`src/rtl/regfile_writeback_queue_pkg.sv`:
```
// Shared widths, register-file size and the writeback entry type used by the
// writeback queue, its storage sub-module, its interface and its bench.
package regfile_writeback_queue_pkg;

   localparam int DATA_W        = 32;
   localparam int REG_NUM_W     = 5;
   localparam int REG_FILE_SIZE = 1 << REG_NUM_W;
   localparam int DEPTH_DEF     = 4;

   // One pending register-file write: destination register and value.
   typedef struct packed {
      logic [REG_NUM_W-1:0] num;
      logic [DATA_W-1:0]    data;
   } wb_entry_t;

endpackage

```
`src/rtl/regfile_writeback_queue_if.sv`:
```
// Bundle of the producer handshakes, the register-file write port, the two
// bypass lookup ports and the occupancy status of the writeback queue.
// slave = the queue itself, master = whoever drives producers / observes.
interface regfile_writeback_queue_if
   import regfile_writeback_queue_pkg::*;
#(
   parameter int DEPTH = DEPTH_DEF
) ();

   logic                       alu_valid;
   logic                       alu_ready;
   logic [REG_NUM_W-1:0]       alu_num;
   logic [DATA_W-1:0]          alu_data;
   logic                       ld_valid;
   logic                       ld_ready;
   logic [REG_NUM_W-1:0]       ld_num;
   logic [DATA_W-1:0]          ld_data;
   logic                       wr_enable;
   logic [REG_NUM_W-1:0]       wr_num;
   logic [DATA_W-1:0]          wr_data;
   logic [REG_NUM_W-1:0]       byp_num_a;
   logic                       byp_hit_a;
   logic [DATA_W-1:0]          byp_data_a;
   logic [REG_NUM_W-1:0]       byp_num_b;
   logic                       byp_hit_b;
   logic [DATA_W-1:0]          byp_data_b;
   logic [$clog2(DEPTH)+1:0]   pending_cnt;
   logic                       empty;

   modport slave (
      input  alu_valid, alu_num, alu_data, ld_valid, ld_num, ld_data,
             byp_num_a, byp_num_b,
      output alu_ready, ld_ready, wr_enable, wr_num, wr_data,
             byp_hit_a, byp_data_a, byp_hit_b, byp_data_b, pending_cnt, empty
   );

   modport master (
      output alu_valid, alu_num, alu_data, ld_valid, ld_num, ld_data,
             byp_num_a, byp_num_b,
      input  alu_ready, ld_ready, wr_enable, wr_num, wr_data,
             byp_hit_a, byp_data_a, byp_hit_b, byp_data_b, pending_cnt, empty
   );

endinterface

```
`src/rtl/regfile_writeback_queue_wb_fifo.sv`:
```
// In-order storage for accepted writebacks. Pointers wrap modulo DEPTH and the
// occupancy count is tracked separately, so full and empty are unambiguous.
// The per-slot visibility vector marks which physical slots hold live entries
// so the parent can run its bypass search without knowing the pointer scheme.
module regfile_writeback_queue_wb_fifo
   import regfile_writeback_queue_pkg::*;
#(
   parameter int DEPTH = DEPTH_DEF
) (
   input  logic                       clk,
   input  logic                       rst_n,
   input  logic                       push_i,
   input  wb_entry_t                  push_entry_i,
   input  logic                       pop_i,
   output wb_entry_t                  head_entry_o,
   output logic                       full_o,
   output logic                       empty_o,
   output logic [$clog2(DEPTH)-1:0]   head_ptr_o,
   output logic [$clog2(DEPTH):0]     count_o,
   output wb_entry_t [DEPTH-1:0]      slots_o,
   output logic [DEPTH-1:0]           vis_o
);

   localparam int PTR_W = $clog2(DEPTH);
   localparam int CNT_W = PTR_W + 1;
   localparam logic [CNT_W-1:0] DEPTH_CNT = CNT_W'(DEPTH);

   wb_entry_t [DEPTH-1:0] mem_q;
   logic [PTR_W-1:0]      head_q, head_d;
   logic [PTR_W-1:0]      tail_q, tail_d;
   logic [CNT_W-1:0]      count_q, count_d;

   // Pointer and occupancy next-state; push and pop are independent.
   always_comb begin
      head_d  = head_q;
      tail_d  = tail_q;
      count_d = count_q;
      if (push_i) begin
         tail_d = tail_q + PTR_W'(1);
      end else begin
         tail_d = tail_q;
      end
      if (pop_i) begin
         head_d = head_q + PTR_W'(1);
      end else begin
         head_d = head_q;
      end
      case ({push_i, pop_i})
         2'b10:   count_d = count_q + CNT_W'(1);
         2'b01:   count_d = count_q - CNT_W'(1);
         default: count_d = count_q;
      endcase
   end

   // Pointer and occupancy registers; a reset empties the queue.
   always_ff @(posedge clk or negedge rst_n) begin
      if (!rst_n) begin
         head_q  <= {PTR_W{1'b0}};
         tail_q  <= {PTR_W{1'b0}};
         count_q <= {CNT_W{1'b0}};
      end else begin
         head_q  <= head_d;
         tail_q  <= tail_d;
         count_q <= count_d;
      end
   end

   // Entry storage; contents are meaningless until marked visible, so no reset.
   always_ff @(posedge clk) begin
      if (push_i) begin
         mem_q[tail_q] <= push_entry_i;
      end
   end

   // A slot is live when its distance from head is below the occupancy.
   always_comb begin
      vis_o = {DEPTH{1'b0}};
      for (int i = 0; i < DEPTH; i++) begin
         vis_o[i] = ({1'b0, PTR_W'(PTR_W'(i) - head_q)} < count_q);
      end
   end

   assign head_entry_o = mem_q[head_q];
   assign full_o       = (count_q == DEPTH_CNT);
   assign empty_o      = (count_q == {CNT_W{1'b0}});
   assign head_ptr_o   = head_q;
   assign count_o      = count_q;
   assign slots_o      = mem_q;

endmodule

```
`src/rtl/regfile_writeback_queue.sv`:
```
// Writeback queue in front of the register file's single write port. ALU and
// load results are accepted one per cycle (ALU first), queued in order, and
// presented to the file through a one-cycle registered stage. Both read ports
// can look up values that are accepted but not yet captured by the file.
module regfile_writeback_queue
   import regfile_writeback_queue_pkg::*;
#(
   parameter int DEPTH         = DEPTH_DEF,
   parameter bit ZERO_REG_DROP = 1'b0
) (
   input logic                      clk,
   input logic                      rst_n,
   regfile_writeback_queue_if.slave bus
);

   localparam int PTR_W = $clog2(DEPTH);
   localparam int CNT_W = PTR_W + 1;

   typedef struct packed {
      logic              hit;
      logic [DATA_W-1:0] data;
   } byp_t;

   logic                  full_s, fifo_empty_s;
   logic                  alu_acc_s, ld_acc_s, drop_s, push_s, pop_s;
   wb_entry_t             push_entry_s, head_entry_s;
   wb_entry_t [DEPTH-1:0] slots_s;
   logic [DEPTH-1:0]      vis_s;
   logic [PTR_W-1:0]      head_ptr_s;
   logic [CNT_W-1:0]      count_s;
   logic                  wr_enable_q, wr_enable_d;
   logic [REG_NUM_W-1:0]  wr_num_q, wr_num_d;
   logic [DATA_W-1:0]     wr_data_q, wr_data_d;
   byp_t                  byp_a_s, byp_b_s;
   logic [CNT_W:0]        pending_cnt_s;

   // Youngest pending value for num. The output stage is the oldest candidate,
   // then queued entries oldest to youngest, each later match overriding.
   function automatic byp_t byp_lookup(input logic [REG_NUM_W-1:0] num);
      byp_t             r;
      logic [PTR_W-1:0] idx;
      logic             match;
      r.hit  = wr_enable_q && (wr_num_q == num);
      r.data = r.hit ? wr_data_q : {DATA_W{1'b0}};
      for (int k = 0; k < DEPTH; k++) begin
         idx    = head_ptr_s + PTR_W'(k);
         match  = vis_s[idx] && (slots_s[idx].num == num);
         r.hit  = r.hit | match;
         r.data = match ? slots_s[idx].data : r.data;
      end
      return r;
   endfunction

   // Arbitration: ALU has fixed priority; r0 writes may be swallowed after the handshake.
   always_comb begin
      alu_acc_s = bus.alu_valid && !full_s;
      ld_acc_s  = bus.ld_valid && !bus.alu_valid && !full_s;
      if (bus.alu_valid) begin
         push_entry_s.num  = bus.alu_num;
         push_entry_s.data = bus.alu_data;
      end else begin
         push_entry_s.num  = bus.ld_num;
         push_entry_s.data = bus.ld_data;
      end
      drop_s = ZERO_REG_DROP && (push_entry_s.num == {REG_NUM_W{1'b0}});
      push_s = (alu_acc_s || ld_acc_s) && !drop_s;
      pop_s  = !fifo_empty_s;
   end

   regfile_writeback_queue_wb_fifo #(
      .DEPTH (DEPTH)
   ) u_fifo (
      .clk          (clk),
      .rst_n        (rst_n),
      .push_i       (push_s),
      .push_entry_i (push_entry_s),
      .pop_i        (pop_s),
      .head_entry_o (head_entry_s),
      .full_o       (full_s),
      .empty_o      (fifo_empty_s),
      .head_ptr_o   (head_ptr_s),
      .count_o      (count_s),
      .slots_o      (slots_s),
      .vis_o        (vis_s)
   );

   // Output stage next-state: load the head whenever one exists, else idle and hold.
   always_comb begin
      wr_enable_d = 1'b0;
      wr_num_d    = wr_num_q;
      wr_data_d   = wr_data_q;
      if (pop_s) begin
         wr_enable_d = 1'b1;
         wr_num_d    = head_entry_s.num;
         wr_data_d   = head_entry_s.data;
      end else begin
         wr_enable_d = 1'b0;
      end
   end

   // Output stage register; reset kills any in-flight write immediately.
   always_ff @(posedge clk or negedge rst_n) begin
      if (!rst_n) begin
         wr_enable_q <= 1'b0;
         wr_num_q    <= {REG_NUM_W{1'b0}};
         wr_data_q   <= {DATA_W{1'b0}};
      end else begin
         wr_enable_q <= wr_enable_d;
         wr_num_q    <= wr_num_d;
         wr_data_q   <= wr_data_d;
      end
   end

   // Bypass lookups for both read ports.
   always_comb begin
      byp_a_s = byp_lookup(bus.byp_num_a);
      byp_b_s = byp_lookup(bus.byp_num_b);
   end

   assign pending_cnt_s  = {1'b0, count_s} + {{CNT_W{1'b0}}, wr_enable_q};

   assign bus.alu_ready   = !full_s;
   assign bus.ld_ready    = !full_s && !bus.alu_valid;
   assign bus.wr_enable   = wr_enable_q;
   assign bus.wr_num      = wr_num_q;
   assign bus.wr_data     = wr_data_q;
   assign bus.byp_hit_a   = byp_a_s.hit;
   assign bus.byp_data_a  = byp_a_s.data;
   assign bus.byp_hit_b   = byp_b_s.hit;
   assign bus.byp_data_b  = byp_b_s.data;
   assign bus.pending_cnt = pending_cnt_s;
   assign bus.empty       = (pending_cnt_s == {(CNT_W+1){1'b0}});

endmodule

```
`src/flat_wrapper.sv`:
```
// flat-port wrapper written by rule: the top's interface ports become plain ports
module regfile_writeback_queue_flat import regfile_writeback_queue_pkg::*;
#(
   parameter int DEPTH         = DEPTH_DEF,
   parameter bit ZERO_REG_DROP = 1'b0
)
  (clk, rst_n, bus_alu_valid, bus_alu_num, bus_alu_data, bus_ld_valid, bus_ld_num, bus_ld_data, bus_byp_num_a, bus_byp_num_b, bus_alu_ready, bus_ld_ready, bus_wr_enable, bus_wr_num, bus_wr_data, bus_byp_hit_a, bus_byp_data_a, bus_byp_hit_b, bus_byp_data_b, bus_pending_cnt, bus_empty);
  regfile_writeback_queue_if #(.DEPTH(DEPTH)) bus_i ();
  input logic clk;
  input logic rst_n;
  input wire logic [$bits(bus_i.alu_valid)-1:0] bus_alu_valid;
  input wire logic [$bits(bus_i.alu_num)-1:0] bus_alu_num;
  input wire logic [$bits(bus_i.alu_data)-1:0] bus_alu_data;
  input wire logic [$bits(bus_i.ld_valid)-1:0] bus_ld_valid;
  input wire logic [$bits(bus_i.ld_num)-1:0] bus_ld_num;
  input wire logic [$bits(bus_i.ld_data)-1:0] bus_ld_data;
  input wire logic [$bits(bus_i.byp_num_a)-1:0] bus_byp_num_a;
  input wire logic [$bits(bus_i.byp_num_b)-1:0] bus_byp_num_b;
  output wire logic [$bits(bus_i.alu_ready)-1:0] bus_alu_ready;
  output wire logic [$bits(bus_i.ld_ready)-1:0] bus_ld_ready;
  output wire logic [$bits(bus_i.wr_enable)-1:0] bus_wr_enable;
  output wire logic [$bits(bus_i.wr_num)-1:0] bus_wr_num;
  output wire logic [$bits(bus_i.wr_data)-1:0] bus_wr_data;
  output wire logic [$bits(bus_i.byp_hit_a)-1:0] bus_byp_hit_a;
  output wire logic [$bits(bus_i.byp_data_a)-1:0] bus_byp_data_a;
  output wire logic [$bits(bus_i.byp_hit_b)-1:0] bus_byp_hit_b;
  output wire logic [$bits(bus_i.byp_data_b)-1:0] bus_byp_data_b;
  output wire logic [$bits(bus_i.pending_cnt)-1:0] bus_pending_cnt;
  output wire logic [$bits(bus_i.empty)-1:0] bus_empty;
  assign bus_i.alu_valid = bus_alu_valid;
  assign bus_i.alu_num = bus_alu_num;
  assign bus_i.alu_data = bus_alu_data;
  assign bus_i.ld_valid = bus_ld_valid;
  assign bus_i.ld_num = bus_ld_num;
  assign bus_i.ld_data = bus_ld_data;
  assign bus_i.byp_num_a = bus_byp_num_a;
  assign bus_i.byp_num_b = bus_byp_num_b;
  assign bus_alu_ready = bus_i.alu_ready;
  assign bus_ld_ready = bus_i.ld_ready;
  assign bus_wr_enable = bus_i.wr_enable;
  assign bus_wr_num = bus_i.wr_num;
  assign bus_wr_data = bus_i.wr_data;
  assign bus_byp_hit_a = bus_i.byp_hit_a;
  assign bus_byp_data_a = bus_i.byp_data_a;
  assign bus_byp_hit_b = bus_i.byp_hit_b;
  assign bus_byp_data_b = bus_i.byp_data_b;
  assign bus_pending_cnt = bus_i.pending_cnt;
  assign bus_empty = bus_i.empty;
  regfile_writeback_queue #(.DEPTH(DEPTH), .ZERO_REG_DROP(ZERO_REG_DROP)) u_core (.clk(clk), .rst_n(rst_n), .bus(bus_i));
endmodule
```
`config.mk`:
```
export PLATFORM = sky130hd
export DESIGN_NAME = regfile_writeback_queue_flat
export DESIGN_NICKNAME = d
export VERILOG_FILES = /design/src/rtl/regfile_writeback_queue_pkg.sv /design/src/rtl/regfile_writeback_queue_if.sv /design/src/rtl/regfile_writeback_queue_wb_fifo.sv /design/src/rtl/regfile_writeback_queue.sv /design/src/flat_wrapper.sv
export SDC_FILE = /design/constraint.sdc
export NUM_CORES = 1
export LEC_CHECK = 0
export ABC_CLOCK_PERIOD_IN_PS = 5240
export CAP_MARGIN = 40
export CELL_PAD_IN_SITES_DETAIL_PLACEMENT = 1
export CELL_PAD_IN_SITES_GLOBAL_PLACEMENT = 2
export CORE_MARGIN = 3
export CORE_UTILIZATION = 37
export CTS_CLUSTER_DIAMETER = 120
export DETAILED_ROUTE_END_ITERATION = 16
export GPL_TIMING_DRIVEN = 0
export MAX_ROUTING_LAYER = met4
export PLACE_DENSITY_LB_ADDON = 0.1
export SYNTH_ARGS = -nofsm -noshare
export SYNTH_HDL_FRONTEND = slang
export SYNTH_SLANG_ARGS = --single-unit
```
`constraint.sdc`:
```
create_clock -name clk -period 5.24 [get_ports clk]
set_input_delay 0.524 -clock clk [delete_from_list [all_inputs] [get_ports clk]]
set_output_delay 0.524 -clock clk [all_outputs]
set_load 0.005 [all_outputs]
```
Yosys cells after proc, flatten, opt, wreduce, memory -nomap -nowiden. Index checks and enable logic that the tools add are counted.

Logic and storage cells: 110. Output and inout bits: 111. Register bits: 193.

Bitwise gates (word level): 8. $add $sub $neg: 11. Multiplexer cells: 32. Reductions and logical operators: 22. Eq/ne operators: 13. Magnitude comparators: 10.

Operators by type and width (number): 32-bit 2-to-1 mux (10); 37-bit binary-select mux with 2-bit select (4); 37-bit 2-to-1 mux (6); 148-bit bitwise mux (1); 37-bit demux with 2-bit select (1); 5-bit == test (10); 1-bit logical AND (15); 2-bit by 3-bit less-than comparator with 1-bit output, second input constant (5); 2-bit by 3-bit less-than comparator with 1-bit output (4); 1-bit binary-select mux with 2-bit select (4); 1-bit OR (8); 3-bit case mux with 2 select lines (1); 1-bit 2-to-1 mux (5); 2-bit by 1-bit adder with 2-bit output, second input constant (2); 2-bit adder, second input constant (2); 3-bit by 1-bit adder with 4-bit output (1); 4-bit zero test (1); 1-bit by 2-bit subtractor with 2-bit output, first input constant (2); 2-bit subtractor, first input constant (2); 3-bit by 1-bit adder with 3-bit output, second input constant (1); 3-bit == test, second input constant (1); 1-bit zero test (3); 3-bit zero test (1); 3-bit by 1-bit subtractor with 3-bit output, second input constant (1); other kinds (5) (5).

Longest topological paths before layout.
Word-level depth: 9. Mapped depth: 19.

By module. A second synthesis with hierarchy kept.

Cells, all modules: 1462. Area total of the unflattened synthesis: 14903.0 um2.

By module, submodules not included: regfile_writeback_queue (sequential area each 950.9 um2, cells each 1214, instances 1, area an instance 9006.1 um2); regfile_writeback_queue_wb_fifo (sequential area each 4619.4 um2, cells each 248, instances 1, area an instance 5896.9 um2).

Least setup slack after synthesis. OpenSTA, ideal clock, no wires.

Kind: flip-flop to output port. Start point: reg u_core.u_fifo.head_q[0], in the netlist u_core.u_fifo.head_ptr_o[0]. End point: out bus_byp_data_b[1]. Setup slack: 0.993 ns. Path buffers: 8. Cell stages (with the launch flop): 19. Arrival time: 3.723 ns. Path through: dfrtp_1 > buf_6 > buf_8 > buf_2 > buf_2 > clkbuf_1 > buf_2 > xnor2_1 > inv_1 > ha_1 > nand2b_1 > a221oi_1 > o32ai_2 > and3_1 > buf_4 > buf_6 > a221oi_2 > a2111oi_2 > a221o_1.

Cells in the longest elaborated chain, start to end: 9.

RTL lines: start: declaration (RTL line regfile_writeback_queue_wb_fifo.sv:29) `logic [PTR_W-1:0] head_q, head_d;`; start signal: assignment (RTL line regfile_writeback_queue_wb_fifo.sv:58) `head_q <= {PTR_W{1'b0}};`; 1-bit by 2-bit subtractor with 2-bit output or 2-bit subtractor (tied branches) (RTL line regfile_writeback_queue_wb_fifo.sv:79) `vis_o[i] = ({1'b0, PTR_W'(PTR_W'(i) - head_q)} < count_q);`; 2-bit by 3-bit less-than comparator with 1-bit output (RTL line regfile_writeback_queue_wb_fifo.sv:79); 1-bit binary-select mux with 2-bit select (RTL line regfile_writeback_queue.sv:47) `match = vis_s[idx] && (slots_s[idx].num == num);`; 1-bit 2-to-1 mux (not written as such) (RTL line regfile_writeback_queue.sv:47); 1-bit logical AND (RTL line regfile_writeback_queue.sv:47); 32-bit 2-to-1 mux (3 in a row) (RTL line regfile_writeback_queue.sv:49) `r.data = match ? slots_s[idx].data : r.data;`; 32-bit 2-to-1 mux (*) (RTL line regfile_writeback_queue.sv:49); end: declaration (RTL line flat_wrapper.sv:27) `output wire logic [$bits(bus_i.byp_data_b)-1:0] bus_byp_data_b;`.

Mark *: on every way between the ends. The rest lies on a longest branch, timed or not. The select of a mux whose other input is x is not followed.

Final worst setup path.
Start point: reg u_core.u_fifo.head_q[1], in the netlist u_core.u_fifo.head_ptr_o[1]. End point: out bus_byp_hit_a.

Cells in the longest elaborated chain, start to end: 9.

RTL lines: 1-bit by 2-bit subtractor with 2-bit output or 2-bit subtractor (tied branches) (RTL line regfile_writeback_queue_wb_fifo.sv:79); 2-bit by 3-bit less-than comparator with 1-bit output (RTL line regfile_writeback_queue_wb_fifo.sv:79); 1-bit binary-select mux with 2-bit select (RTL line regfile_writeback_queue.sv:47); 1-bit 2-to-1 mux (not written as such) (RTL line regfile_writeback_queue.sv:47); 1-bit logical AND (RTL line regfile_writeback_queue.sv:47); 1-bit OR (3 in a row) (RTL line regfile_writeback_queue.sv:48) `r.hit = r.hit | match;`; 1-bit OR (*) (RTL line regfile_writeback_queue.sv:48); end: declaration (RTL line flat_wrapper.sv:24) `output wire logic [$bits(bus_i.byp_hit_a)-1:0] bus_byp_hit_a;`.

Marks and branches as above.

==> qor.yml <==
drt:
  ant_nets: 0
  drt-total-wl_mm: 54.3
  vias_per_cell: 5.79
  vias: 11768
  drcViolationCount: 0
  wl_per_cell_um: 26.7
  drtPass1Iterations: 7
  drtIter0Drc: 714
cells_and_area:
  synthToLayoutAreaGrowth_pct: 28.2
  layout_commonest_cell: "clkdlybuf4s50_1"
  layout_common_cells: "178 x clkdlybuf4s50_1, 166 x mux2i_1, 148 x edfxtp_1, 97 x mux2_2, 74 x nand2_1"
  seqCellArea_um2: 5570
  drive_above_1_share_pct: 23.8
  fin_nets: 1614
  n_antenna_cell: 0
  multi_input_area_um2: 7980
  nFillCells: 3945
  final_area_um2: 18100
  layoutNonFillerInstCount: 2031
logic_synthesis:
  synth_edf_count: 148
  ys_seq_elements: 193
  yosys.cell_types.count: 61
  ys_warn_count: 0
  syn_avg_cell_area_um2: 11.0
  syn_inst: 1277
  synthArstFlopShare_pct: 23.3
  synth_xor_area_share_pct: 4.10
  ys_seq_area_share_pct: 39.5
  synthMuxAreaShare_pct: 22.6
  synth_simple_gate_area_share_pct: 8.85
  synth_fa_ha_area_share_pct: 1.12
  synth_compound_area_share_pct: 17.7
  synth-main-ff-cell: "edfxtp_1"
  synth_area_um2: 14100
  synth_top_family_by_area: "multiplexers"
  synth_nets: 1377
placed_design:
  gp_congestion: 0.886
  dp_cells: 1977
  place_ws_ns: -1.56
  placed_cell_area_um2: 16700
  dpl.hpwl_mm: 39.8
  io_buffers: 187
sta:
  drv_slew: 0
  worst_slack_ns: 0.102
  worst_slew_pin_slew_ns: 0.868
  fmax_mhz: 195
  fin_crit_ns: 5.14
  min_period_over_period_pct: 98.1
  fin_worst_skew_ns: 0.00830
  hold_violations: 0
  setup_viol: 0
  slew_headroom_pct: 41.7
clock_network:
  clk_path_buf_depth: 2
  clkTransAtPathRegs_ns: 0.08
  cts_tree: "done"
  clock-sinks: 193
  cts_htree_levels: 4
  clock-root-buffer: "clkbuf_16"
  cts_buffers: 17
  clk_latency_ns: 0.46
  ctsHoldBuffers: 0
min_path:
  hold_path_class: "primary input to asynchronous set/reset pin"
setup_path:
  reg2regPathDepth: 9
  critPathCaptureType: "output port"
  rrSetupSlack_ns: 2.12
  timing.rr.start: "u_core.u_fifo.head_ptr_o[0]$_DFFE_PN0N_"
  cp-endpoint: "bus_byp_hit_a"
  path_class: "flop to output port"
  cp_max_fo: 10
  cp_slowest_cell: "clkdlybuf4s50_1"
  cp-start-kind: "flop"
  reg2reg_to: "u_core.u_fifo.head_ptr_o[1]$_DFFE_PN0N_"
  critical_path.max_stage_delay_ns: 0.53
  crit_start: "u_core.u_fifo.head_ptr_o[1]$_DFFE_PN0N_"
  crit_required_ns: 4.72
  cp_cell_sequence: "buf_8, buf_6, buf_6, buf_12, buf_16, xnor2_2, ha_1, nor3b_1, o31ai_2, nor3_1, a21oi_1, or3_1, buf_4, o21ai_4, buf_4, nand4b_1, clkdlybuf4s50_1"
  arrival_ns: 4.61
global_routing:
  overflow: 0
  met3_usage_pct: 3.77
  grt_pass1_wl_mm: 80.4
  grt-busiest-layer: "met2"
  grt_max_degree: 28
  grt_usage_pct: 26.9
  grt_antenna_before_repair: 0
  grt_pass1_vias: 12605
  met1_usage_pct: 35.2
  grt_use_met2_pct: 44.0
floorplan:
  rows: 70
  fp.dieH_um: 201
  pin_count: 199
  die_area_um2: 40500
  core-area_um2: 37000
  die_x_um: 201
  initial_core_util_pct: 38.1
power_and_ir_drop:
  total_power_mw: 11.8
  irDropWorstVdd_mv: 0.303
  cellLeakagePower_nw: 6.96
  p_per_area_nw_per_um2: 652
outcome:
  outcome: "finished, final reports clean"
run:
  max_cap_viol_count: 0
worst max-delay path, delay by kind of cell (launching register included):
family,cells,cell delay (ns)
AO/OA/AOI/OAI,3,0.40
XOR/XNOR,1,0.13
adder cells (fa/ha/maj),1,0.32
buffers and inverters,8,1.80
flip-flops,1,0.42
AND/OR/NAND/NOR,4,1.08
power by group:
part	total, mW	switching [mW]	internal [mW]	leakage [nW]
Clock	1.43	0.659	0.769	0.299
Combinational	7.68	4.33	3.35	4.76
Sequential	2.69	0.445	2.24	1.90
Total	11.8	5.43	6.36	6.96
per-layer routing:
metal	vias to the layer above	part of all wire, %
li1	5318	-
met1	5995	45
met2	364	48
met3	91	3.9
met4	0	2.7
met5	-	0
cell families after synthesis:
| kind of cell | Yosys count |
|---|---|
| compound gates | 316 |
| xor+xnor | 66 |
| fa+ha+maj | 12 |
| buf+inv | 163 |
| flops | 193 |
| mux | 290 |
| simple gates | 237 |
cell type report:
type,count,share of cell area (%)
multi-input combinational,921,44.2
sequential,193,30.8
timing repair buffer,222,12.7
buffer,115,4.48
tap,504,3.49
clock buffer,17,2.35
clock inverter,15,1.08
inverter,44,0.914
synth_stat cells, types with 3 or more instances:
cell type	n	area share, %
a2111oi_2	30	3.2
a21oi_1	69	2.4
a221o_1	30	2.1
a221oi_1	3	0.19
a221oi_2	31	3.3
and2_1	4	0.18
buf_1	9	0.24
buf_12	3	0.43
buf_2	29	1.0
buf_4	7	0.37
buf_6	18	1.4
clkbuf_1	52	1.4
dfrtp_1	45	8.0
edfxtp_1	148	32
ha_1	11	0.98
inv_1	42	1.1
mux2_1	14	1.1
mux2_2	97	7.7
mux2i_1	167	12
mux4_1	3	0.56
mux4_2	7	1.1
nand2_1	74	2.0
nand2b_1	3	0.13
nand3_1	5	0.18
nor2_1	49	1.3
nor2b_1	32	1.4
nor3_1	15	0.53
nor3b_1	33	1.8
nor4_1	4	0.18
o21ai_0	73	2.6
o21ai_1	34	1.2
o31ai_1	33	1.8
xnor2_1	34	2.1
xor2_1	32	2.0
per-stage QoR:
step,hold slack (ns),util (%),setup TNS (ns)
2_1_floorplan,0.228,-,0
3_3_place_gp,0.577,44.8,-89.17
3_5_place_dp,0.549,45.2,-91.24
4_1_cts,0.0509,47.8,0
5_1_grt,0.0671,48.8,-0.908
6_report,0.0567,48.8,0
registers in the layout, indices dropped and copies added, names as in the netlist:
name,count
u_core.bus.wr_data,32
u_core.bus.wr_enable,1
u_core.bus.wr_num,5
u_core.u_fifo.count_o,3
u_core.u_fifo.head_ptr_o,2
u_core.u_fifo.slots_o,148
u_core.u_fifo.tail_q,2
what timing repair did:
item | 4_1_cts | 5_1_grt
pin swaps | 3 | 9
gates cloned | 1 | 1
setup endpoints to repair | 66 | 66
resized for setup | 65 | 59
setup buffers | 9 | 14
how the worst min path moves through the flow:
stage / slack (ns) / end / cells after the start
CTS: 0.05 / u_core.bus.wr_num[1]$_DFFE_PN0N_ / 1
finish: 0.06 / u_core.bus.wr_num[2]$_DFFE_PN0N_ / 1
global route: 0.07 / u_core.bus.wr_num[1]$_DFFE_PN0N_ / 1
detailed placement: 0.55 / u_core.bus.wr_num[3]$_DFFE_PN0N_ / 1
global placement: 0.58 / u_core.bus.wr_data[24]$_DFFE_PN0N_ / 2
floorplan: 0.23 / u_core.bus.wr_data[0]$_DFFE_PN0N_ / 0
(Power assumes the default switching activity.)
